==> src/rtl/mem_responder_pkg.sv <==
// mem_responder_pkg
//   Shared definitions for the memory responder: control FSM state encoding
//   and default geometry / write-protect constants.
package mem_responder_pkg;

    localparam int unsigned    DEF_SIZE     = 8;
    localparam int unsigned    DEF_ADDR_W   = 6;
    localparam logic [5:0]     DEF_WP_LIMIT = 6'd32;

    typedef enum logic [1:0] {
        ST_IDLE = 2'b00,
        ST_LOAD = 2'b01,
        ST_RUN  = 2'b10
    } state_e;

endpackage

==> src/rtl/mem_array.sv <==
// mem_array
//   2**AddrW x Size storage, one synchronous write port and one asynchronous
//   read port. A read of the address being written returns the old value
//   until the write edge.
// Ports:
//   clk           clock, write on posedge
//   we/waddr/wdata write port
//   raddr/rdata   combinational read port
module mem_array #(
    parameter int unsigned Size  = 8,
    parameter int unsigned AddrW = 6
) (
    input  logic             clk,
    input  logic             we,
    input  logic [AddrW-1:0] waddr,
    input  logic [Size-1:0]  wdata,
    input  logic [AddrW-1:0] raddr,
    output logic [Size-1:0]  rdata
);

    logic [Size-1:0] mem [2**AddrW];

    // NOTE: the storage array has no reset; its contents must survive clr so
    // a partial load stays visible, and an un-reset array maps onto RAM cells.
    // NOTE: sequential state uses non-blocking (<=) so every flop samples
    // pre-edge values regardless of process ordering.
    always_ff @(posedge clk) begin
        if (we) begin
            mem[waddr] <= wdata;
        end
    end

    assign rdata = mem[raddr];

endmodule

==> src/rtl/mem_responder.sv <==
// mem_responder
//   Memory-side responder for the 8-bit processor bus plus a boot loader.
//   The loader fills the RAM over a valid/ready byte stream while holding the
//   processor in reset (cpu_rst_n=0), then releases it (RUN state).
//   Optional feature macro: MEM_RESPONDER_WP_EN -- when defined, RUN-state
//   CPU writes below WP_LIMIT are suppressed and flag wp_err.
// Ports:
//   clk, clr                     clock, synchronous active-high reset
//   cpu_addr/cpu_we/cpu_wdata    processor memory request
//   cpu_rdata                    combinational read data
//   cpu_rst_n                    active-low processor reset (1 only in RUN)
//   ld_start                     pulse: begin a load
//   ld_valid/ld_data/ld_last     loader byte stream
//   ld_ready, ld_busy            high only while loading
//   ld_done                      sticky: last load completed
//   ld_count                     bytes written by current/last load
//   wp_err                       sticky write-protect violation
module mem_responder
    import mem_responder_pkg::*;
#(
    parameter int unsigned      Size     = DEF_SIZE,
    parameter int unsigned      AddrW    = DEF_ADDR_W,
    parameter logic [AddrW-1:0] WP_LIMIT = DEF_WP_LIMIT
) (
    input  logic             clk,
    input  logic             clr,
    input  logic [AddrW-1:0] cpu_addr,
    input  logic             cpu_we,
    input  logic [Size-1:0]  cpu_wdata,
    output logic [Size-1:0]  cpu_rdata,
    output logic             cpu_rst_n,
    input  logic             ld_start,
    input  logic             ld_valid,
    input  logic [Size-1:0]  ld_data,
    input  logic             ld_last,
    output logic             ld_ready,
    output logic             ld_busy,
    output logic             ld_done,
    output logic [AddrW:0]   ld_count,
    output logic             wp_err
);

`ifdef MEM_RESPONDER_WP_EN
    localparam bit WpEn = 1'b1;
`else
    localparam bit WpEn = 1'b0;
`endif

    state_e           state_q, state_d;
    logic [AddrW-1:0] ptr;
    logic             accept, final_byte, enter_load;
    logic             cpu_wr, wp_block, mem_we;
    logic [AddrW-1:0] mem_waddr;
    logic [Size-1:0]  mem_wdata;

    assign accept     = ld_valid && ld_ready;
    // The pointer stops at the top address: that byte ends the load.
    assign final_byte = ld_last || (&ptr);
    assign enter_load = ld_start && (state_q != ST_LOAD);
    assign cpu_wr     = cpu_we && (state_q == ST_RUN);
    assign wp_block   = WpEn && (cpu_addr < WP_LIMIT);

    // NOTE: every signal assigned in always_comb gets a default first so no
    // path leaves it unassigned and no latch is inferred.
    always_comb begin
        state_d = state_q;
        case (state_q)
            ST_IDLE: if (ld_start)              state_d = ST_LOAD;
            ST_LOAD: if (accept && final_byte)  state_d = ST_RUN;
            ST_RUN:  if (ld_start)              state_d = ST_LOAD;
            default:                            state_d = ST_IDLE;
        endcase
    end

    always_ff @(posedge clk) begin
        if (clr) begin
            state_q   <= ST_IDLE;
            cpu_rst_n <= 1'b0;
            ld_ready  <= 1'b0;
            ld_busy   <= 1'b0;
            ld_done   <= 1'b0;
            ld_count  <= '0;
            ptr       <= '0;
            wp_err    <= 1'b0;
        end else begin
            state_q   <= state_d;
            cpu_rst_n <= (state_d == ST_RUN);
            ld_ready  <= (state_d == ST_LOAD);
            ld_busy   <= (state_d == ST_LOAD);
            if (enter_load) begin
                ptr      <= '0;
                ld_count <= '0;
                ld_done  <= 1'b0;
                wp_err   <= 1'b0;
            end else begin
                if (accept) begin
                    if (!(&ptr)) ptr <= ptr + AddrW'(1);
                    ld_count <= ld_count + (AddrW+1)'(1);
                    if (final_byte) ld_done <= 1'b1;
                end
                if (cpu_wr && wp_block) wp_err <= 1'b1;
            end
        end
    end

    // Loader and CPU writes are mutually exclusive by state; loader has the
    // mux priority anyway.
    always_comb begin
        mem_we    = 1'b0;
        mem_waddr = cpu_addr;
        mem_wdata = cpu_wdata;
        if (accept) begin
            mem_we    = 1'b1;
            mem_waddr = ptr;
            mem_wdata = ld_data;
        end else if (cpu_wr && !wp_block) begin
            mem_we    = 1'b1;
        end
    end

    mem_array #(
        .Size  (Size),
        .AddrW (AddrW)
    ) u_mem (
        .clk   (clk),
        .we    (mem_we),
        .waddr (mem_waddr),
        .wdata (mem_wdata),
        .raddr (cpu_addr),
        .rdata (cpu_rdata)
    );

endmodule

==> config.mk <==
export PLATFORM = sky130hd
export DESIGN_NAME = mem_responder
export DESIGN_NICKNAME = d
export VERILOG_FILES = /design/src/rtl/mem_responder_pkg.sv /design/src/rtl/mem_array.sv /design/src/rtl/mem_responder.sv
export SDC_FILE = /design/constraint.sdc
export NUM_CORES = 1
export LEC_CHECK = 0
export BUFFER_PORTS_ARGS = -buffer_cell sky130_fd_sc_hd__buf_2
export CORE_ASPECT_RATIO = 2
export CORE_MARGIN = 1
export CORE_UTILIZATION = 60
export CTS_CLUSTER_SIZE = 10
export DETAILED_ROUTE_END_ITERATION = 16
export GPL_ROUTABILITY_DRIVEN = 0
export PLACE_DENSITY = 0.77
export SYNTH_ARGS = -nofsm -noshare
export SYNTH_HDL_FRONTEND = slang
export SYNTH_SLANG_ARGS = --single-unit
==> constraint.sdc <==
create_clock -name clk -period 6.5 [get_ports clk]
set_input_delay 0.65 -clock clk [delete_from_list [all_inputs] [get_ports clk]]
set_output_delay 0.65 -clock clk [all_outputs]
set_load 0.05 [all_outputs]
* Word level (Yosys, flattened, before mapping)
Memories as Yosys holds them, arrays and structs flattened.
Index checks and enable logic that the tools add are counted.
Widths: inputs -> output; s select.
** Storage, ports and cells
- Register bits :: 18
- Bits in writable memories :: 512
- Input bits :: 28
- Output and inout bits :: 20
- Logic and storage cells :: 35
- Memories :: 1
** Cells by class
- $add $sub $neg :: 2
- Equal/unequal tests :: 5
- Muxes and demuxes :: 9
- Bitwise gates (word level) :: 1
- Reduce and logical (&&, ||, !) cells :: 11
** Memories
- u_mem.mem :: words 64, width 8, read ports 1, clocked after memory_dff 0, write ports 1, RTL line mem_array.sv:21 : logic [Size-1:0] mem [2**AddrW];
** Operator list (number)
- $mux 8 :: 1
- $add 7x1->7 const B :: 1
- $add 6x1->6 const B :: 1
- $mux 6 :: 1
- $reduce_and 6->1 :: 1
- $eq 2x1->1 const B :: 2
- $eq 2x2->1 const B :: 2
- $logic_and 1x1->1 :: 4
- $mux 1 :: 4
- $mux 2 :: 2
- $pmux 2 s2 :: 1
- $reduce_and 2->1 :: 2
- $reduce_or 2->1 :: 2
- $logic_not 2->1 :: 1
- $ne 2x1->1 const B :: 1
- $logic_or 1x1->1 :: 1
- $not 1->1 :: 1

* Depth between registers and ports, before layout
Gate-level depths: netlist of run 1.
- Depth in word-level cells :: 6
- Mapped depth :: 9
- Depth with buffers taken out :: 5

* Cells and area by module
Synthesis of run 1 repeated with hierarchy kept, for this count alone.
** Unflattened totals
- Cells, all modules :: 1064
- Area total of the unflattened synthesis :: 20971.4 um^2
** Modules (own cells, without submodules)
- mem_array :: times used 1, cells an instance 932, area each 20006.7 um^2, sequential area each 15374.7 um^2
- mem_responder :: times used 1, cells an instance 132, area each 964.7 um^2, sequential area each 360.3 um^2

* Worst setup path before layout of run 1
OpenSTA, ideal clock, no wires.
- Kind :: input to output
- Start point :: in cpu_addr[0]
- End point :: out cpu_rdata[5]
- Arrival :: 2.212 ns
- Data required time :: 5.850 ns
- Path slack :: 3.638 ns
- Cell stages on the path :: 6
- Path buffers :: 2
- Cells stage by stage :: buf_6 > buf_6 > mux4_2 > a221oi_2 > nand2_1 > a32o_1
** On the way
- Cells in the longest elaborated chain, start to end :: 1
** RTL lines
- start, declared :: RTL line mem_responder.sv:27 : input logic [AddrW-1:0] cpu_addr,
- $mem_v2 64x8
- end, declared :: RTL line mem_responder.sv:30 : output logic [Size-1:0] cpu_rdata,
Every way passes these cells.

* Final worst setup path of run 1
- Start point :: in cpu_addr[1]
- End point :: out cpu_rdata[2]
The elaborated chain is that of the path after synthesis.

==> results.json, run 1 <==
{
  "overflow": 0,
  "grt_pass1_vias": 11261,
  "cts_resized": 0,
  "path_delay_family": "buffers and inverters",
  "synth.net_count": 1099,
  "syn_area_sq_um": 20880,
  "p_leak_nw": 7.273,
  "yosysTopAreaCellShare_pct": 73.65,
  "vias": 10726,
  "portBuffers": 46,
  "clock_path_buffers": 3,
  "cts-buffers-inserted": 58,
  "ys.flop_type": "edfxtp_1",
  "r2r_slack_ps": 3110,
  "slew_viol_final": 0,
  "hp-class": "in2reg",
  "instances_no_fill": 1597,
  "r2r_start": "ld_busy",
  "clock_skew_ps": 14.49,
  "max_slew.worst_pin.slew_ps": 1300,
  "ys_ff_latch": 530,
  "finalCriticalPeriod_ps": 4242,
  "die-area_sq_um": 35590,
  "yosys.area_share.adder_pct": 0.1199,
  "synth_edf_count": 512,
  "critPathBufInv": 3,
  "setup.worst_path.class": "in2out",
  "crit_fanout": 50,
  "post_drt_via_cell_ratio": 6.716,
  "synth_xor_area_share_pct": 0.3357,
  "rsz0062_at_grt": "no",
  "yosysUniqueCellTypes": 55,
  "synth_cells": 1069,
  "drtIter0Drc": 1278,
  "drt_pass1_iterations": 5,
  "dp_hpwl_mm": 29.55,
  "grt_pass1_wl_mm": 72.00,
  "synth-compound-area-share_pct": 3.099,
  "synthSimpleGateAreaFrac_pct": 4.645,
  "cts.sinks": 530,
  "reg2reg_to": "u_mem.mem[31][2]",
  "wl_mm": 48.90,
  "coreArea_sq_um": 34230,
  "htree_levels": 2,
  "cp_slowest_stage_delay_ps": 710,
  "ios": 48,
  "end_kind": "output pin",
  "arrival_ps": 3590,
  "n_antenna_cell": 0,
  "regArea_sq_um": 15740,
  "ys_seq_area_share_pct": 75.38,
  "fp.dieH_um": 265.8,
  "cts_hold_buf": 0,
  "yosysWarningCount": 0,
  "synthTopCellsByArea": "edfxtp_1 74%, mux4_2 13%, dfxtp_1 1.7%",
  "cp_cell_sequence": "buf_4 -> buf_4 -> mux4_2 -> mux2i_1 -> a221oi_1 -> a22o_1 -> buf_2",
  "placedCellCount": 1512,
  "crit_end": "cpu_rdata[2]",
  "cp.depth": 7,
  "rows": 96,
  "cpMaxStageDelayCell": "a221oi_1",
  "post_cts_buffers": 0,
  "grt_max_degree": 65,
  "die_w_um": 133.9,
  "ant_nets": 0,
  "nFillCells": 2065,
  "setup_tns_ps": 0,
  "maxClockFrequency_ghz": 0.2357,
  "relSlewSlack_pct": 13.05,
  "crit_start": "cpu_addr[1]",
  "p_per_area_nw_per_um2": 308.8,
  "area_delta_synth_final_pct": 10.40,
  "initial_core_util_pct": 60.98,
  "synth_mux_area_share_pct": 14.62,
  "drc_errors": 0,
  "clk_latency_ps": 580,
  "min-delay-start": "clr",
  "hold_viol": 0,
  "multi_input_area_sq_um": 4788,
  "status": "complete, no violations",
  "whs_path_depth": 2,
  "antenna_found_initial": 0,
  "nets": 1161,
  "synth.avg_cell_area_sq_um": 19.53,
  "ir_worst_vdd_uv": 245.8,
  "crit_required_ps": 5850,
  "track_usage_pct": 28.68,
  "finalCritPeriodShare_pct": 65.26,
  "cts_root_buffer": "clkbuf_16",
  "hold_ws_ps": 289.2,
  "drive_above_1_share_pct": 22.32,
  "clkTransAtPathRegs_ps": 60,
  "synth_top_family_by_area": "multiplexers",
  "yosys.area.top_type": "edfxtp_1",
  "cp-start-kind": "primary input",
  "drv_cap": 0,
  "async_flop_share_pct": 0,
  "crit_top_cell": "buf_4",
  "final-setup-viol-count": 0,
  "drt-wirelength-per-cell_um": 30.62,
  "ff2ff_path_depth": 5,
  "cts_tree": "yes"
}
## metal layers
metal | GRT usage [%] | wire length [um] | vias to the layer above
li1 | - | - | 4453
met1 | 31.43 | 15650 | 5453
met2 | 50.29 | 25940 | 633
met3 | 5.460 | 3715 | 187
met4 | 18.92 | 3598 | 0
met5 | 0 | 0 | -
## logic make-up after synthesis
group                      after synthesis
AOI/OAI and AO/OA                       90
xor gates and xnor gates                 8
adders and majority gates                2
buffers and inverters                   63
DFF                                    530
muxes                                  150
other                                    1
and+or+nand+nor                        225
## power by group
group	switching, mW	total [mW]	internal, mW	leakage, nW
logic	0.286	0.406	0.121	1.74
registers	0.00357	3.80	3.79	4.75
clock network	1.23	2.91	1.68	0.780
total	1.52	7.12	5.60	7.27
## cell usage after synthesis, types with 11 or more instances
| library cell | number |
|---|---|
| edfxtp_1 | 512 |
| mux4_2 | 123 |
| nor2_1 | 93 |
| nand2_1 | 75 |
| o22ai_1 | 20 |
| dfxtp_1 | 18 |
| mux2i_1 | 17 |
| clkbuf_1 | 16 |
| nand3_1 | 16 |
| buf_2 | 15 |
| buf_4 | 13 |
| o21ai_0 | 12 |
| a221oi_1 | 11 |
## flip-flops by register name, summed over array words and instances (netlist names)
| register | flops |
|---|---|
| u_mem.mem | 512 |
| ptr | 6 |
| ld_busy | 1 |
| ld_count | 7 |
| cpu_rst_n | 1 |
| ld_done | 1 |
| state_q | 2 |
## worst min-delay path by stage
stage	endpoint	slack (ps)
finish	state_q[1]	290
global route	state_q[0]	290
CTS	state_q[1]	270
detailed placement	ld_done	450
global placement	ld_done	450
floorplan	cpu_rst_n	550
## stage by stage
stage | utilization [%] | power (mW) | cell area, sq um | worst slack [ps]
2_1_floorplan | - | 4.136 | 20880 | 3638
6_report | 67.32 | 7.116 | 23050 | 2258
3_5_place_dp | 62.60 | 4.266 | 21430 | 2320
4_1_cts | 67.32 | 7.120 | 23050 | 2273
3_3_place_gp | 62.60 | 4.257 | 21430 | 2342
5_1_grt | 67.32 | 7.258 | 23050 | 2214
## worst register-to-register path: stages (launching register included)
cell,delay [ps]
dfxtp_1,320
nand2_1,690
nand2_1,210
o21ai_0,470
nand2_1,520
nor2_1,810
## final cells by class
class / instances / share of cell area [%]
clock buffers: 85 / 7.014
inverters: 8 / 0.1303
multi-input cells: 476 / 20.78
flip-flops and latches: 530 / 68.28
well taps: 441 / 2.394
repair buffers: 57 / 1.406
## placed cells by master (no fill, tap or decap), types with 6 or more instances in the layout
master,Yosys,layout
clkbuf_1,16,24
mux2i_1,17,17
buf_2,15,43
nand2_2,0,8
mux4_2,123,123
o21ai_0,12,12
nand2_1,75,67
dfxtp_1,18,18
nor2_1,93,93
a21oi_1,6,6
inv_1,7,7
a22oi_1,9,9
nor2b_1,6,6
clkbuf_16,0,61
buf_4,13,13
o22ai_1,20,20
nor4_1,6,6
edfxtp_1,512,512
nand3_1,16,16
a221oi_1,11,11
nand2b_1,6,6
No activity file was read; power rests on OpenSTA's default activity.
==> run 2, diff against run 1 <==
==> constraint.sdc (replaced) <==
create_clock -name clk -period 4.15 [get_ports clk]
set_input_delay 0.415 -clock clk [delete_from_list [all_inputs] [get_ports clk]]
set_output_delay 0.415 -clock clk [all_outputs]
set_load 0.05 [all_outputs]
==> run 2 against run 1 <==
  * Non-clock buffer count grew 57
  * Sequential share of layout area decreased by 1.3 points
  * Critical path depth unchanged
  * Cell area increased by 1.9%
  * Worst setup slack got worse by 1600 ps
  * Count of clock-buffer cells in the layout is 10 higher
  * Total power rose by 57%
  * Clock skew is 1.1 ps lower
  * Wire length grew 2.3%
  * Sequential power up 56%
  * Sequential cell count is the same
  * Clock power up 56%
==> results.json, run 2 (synthesized netlist as in run 1, its figures left out) <==
{
  "drc_errors": 0,
  "crit_fanout": 59,
  "p_per_area_nw_per_um2": 474.6,
  "nFillCells": 2076,
  "track_usage_pct": 29.09,
  "n_antenna_cell": 0,
  "cp_slowest_stage_delay_ps": 630,
  "grt_max_degree": 65,
  "portBuffers": 46,
  "drt-wirelength-per-cell_um": 30.03,
  "overflow": 0,
  "wl_met3_mm": 3.846,
  "max_slew.worst_pin.slew_ps": 1204,
  "wl_met1_mm": 16.24,
  "rows": 96,
  "drt_pass1_iterations": 7,
  "nets": 1218,
  "crit_end": "cpu_rdata[0]",
  "cp-start-kind": "primary input",
  "clkTransAtPathRegs_ps": 60,
  "finalCritPeriodShare_pct": 85.05,
  "clkPwrFrac_pct": 40.7,
  "fp.dieH_um": 265.8,
  "clock_path_buffers": 3,
  "cts_resized": 0,
  "drv_cap": 0,
  "instances_no_fill": 1665,
  "hold_viol": 0,
  "cts.sinks": 530,
  "wl_mm": 50.01,
  "layout_commonest_cell": "edfxtp_1",
  "placedCellCount": 1569,
  "final-setup-viol-count": 0,
  "most-common-layout-cells": "512 x edfxtp_1, 123 x mux4_2, 93 x nor2_1, 69 x buf_4, 67 x nand2_1",
  "max_flop_register": "u_mem.mem",
  "hp-class": "in2reg",
  "final.setup.worst_slack_ps": 620.5,
  "r2r_slack_ps": 980,
  "finalCriticalPeriod_ps": 3530,
  "clock_skew_ps": 13.44,
  "crit_required_ps": 3730,
  "dp_slack_ps": 669.1,
  "antenna_found_initial": 1,
  "cts_hold_buf": 0,
  "relSlewSlack_pct": 19.34,
  "largestRegisters": "u_mem.mem (512), ld_count (7), ptr (6)",
  "ff2ff_path_depth": 6,
  "final_cell_area_sq_um": 23490,
  "initial_core_util_pct": 60.98,
  "arrival_ps": 3110,
  "largest_reg_flops": 512,
  "setup_tns_ps": 0,
  "cts_root_buffer": "clkbuf_16",
  "min-delay-start": "clr",
  "top_layer_used": "met5",
  "maxClockFrequency_ghz": 0.2833,
  "ant_nets": 0,
  "cts_tree": "yes",
  "reg2reg_to": "u_mem.mem[0][3]",
  "area_delta_synth_final_pct": 12.53,
  "grt_pass1_vias": 11547,
  "ios": 48,
  "slew_viol_final": 0,
  "multi_input_area_sq_um": 4788,
  "htree_levels": 2,
  "vias": 11210,
  "post_cts_buffers": 0,
  "post_drt_via_cell_ratio": 6.733,
  "die_w_um": 133.9,
  "r2r_start": "ld_busy",
  "end_kind": "output pin",
  "die-area_sq_um": 35590,
  "p_sw_mw": 2.397,
  "cpMaxStageDelayCell": "nor4_1",
  "clk_latency_ps": 590,
  "regArea_sq_um": 15740,
  "swShare_pct": 21.51,
  "crit_start": "cpu_addr[0]",
  "ir_worst_vdd_uv": 397.8,
  "cp_cell_sequence": "buf_6 -> buf_4 -> mux4_2 -> o22ai_1 -> nor4_1 -> a22o_1 -> buf_2",
  "coreArea_sq_um": 34230,
  "seqPwrFrac_pct": 53.3,
  "rsz0062_at_grt": "no",
  "power_frac_comb_pct": 6.0,
  "grt_pass1_wl_mm": 72.92,
  "route.met2.wl_mm": 26.29,
  "drive_above_1_share_pct": 25.65,
  "status": "complete, no violations",
  "p_int_mw": 8.750,
  "cts-buffers-inserted": 58,
  "placed_area_sq_um": 21870,
  "p_leak_nw": 7.568,
  "setup.worst_path.class": "in2out",
  "drtIter0Drc": 1307,
  "dp_hpwl_mm": 31.91
}
[run 2: cell types whose count changed in the layout (fill, tap and decap cells not counted), sizes merged]
cell    delta
inv        +1
buf       +57
clkbuf    +10
[run 2: routing by layer]
layer / global-route usage, % / up-vias
met3: 3.881 / 188
met4: 19.16 / 2
li1: - / 4590
met5: 0 / -
met1: 33.87 / 5666
met2: 50.26 / 764
[run 2: critical path: cells and delay by family]
kind	cells	cell delay, ps
buffers and inverters	3	1300
and+or+nand+nor	1	630
AOI/OAI and AO/OA	2	370
muxes	1	320
[run 2: worst min path at each step]
| stage | slack [ps] | cells past startpoint | endpoint |
|---|---|---|---|
| finish | 70 | 2 | state_q[0] |
| global route | 70 | 2 | ld_busy |
| CTS | 60 | 2 | state_q[0] |
| detailed placement | 450 | 2 | ld_done |
| global placement | 450 | 2 | ld_done |
| floorplan | 490 | 1 | ld_busy |
[run 2: power groups by stage]
stage | clock network (mW) | registers, mW | logic (mW)
5_1_grt | 4.75 | 5.94 | 0.698
6_report | 4.53 | 5.94 | 0.670
3_3_place_gp | 0 | 6.05 | 0.645
2_1_floorplan | 0 | 6.06 | 0.417
4_1_cts | 4.56 | 5.94 | 0.665
3_5_place_dp | 0 | 6.05 | 0.662
[run 2: layout make-up]
type | count | area share, %
sequential | 530 | 66.99
tap | 441 | 2.349
clock inverter | 1 | 0.03729
clock buffer | 95 | 6.861
timing repair buffer | 114 | 3.255
multi-input combinational | 476 | 20.38
inverter | 8 | 0.1278
[run 2: stage by stage]
step | power, mW | hold WS (ps) | utilization [%]
floorplan | 6.479 | 486.6 | -
global placement | 6.697 | 452.0 | 63.89
detailed placement | 6.715 | 454.4 | 63.89
CTS | 11.16 | 62.76 | 68.62
global route | 11.39 | 69.23 | 68.62
finish | 11.15 | 65.76 | 68.62
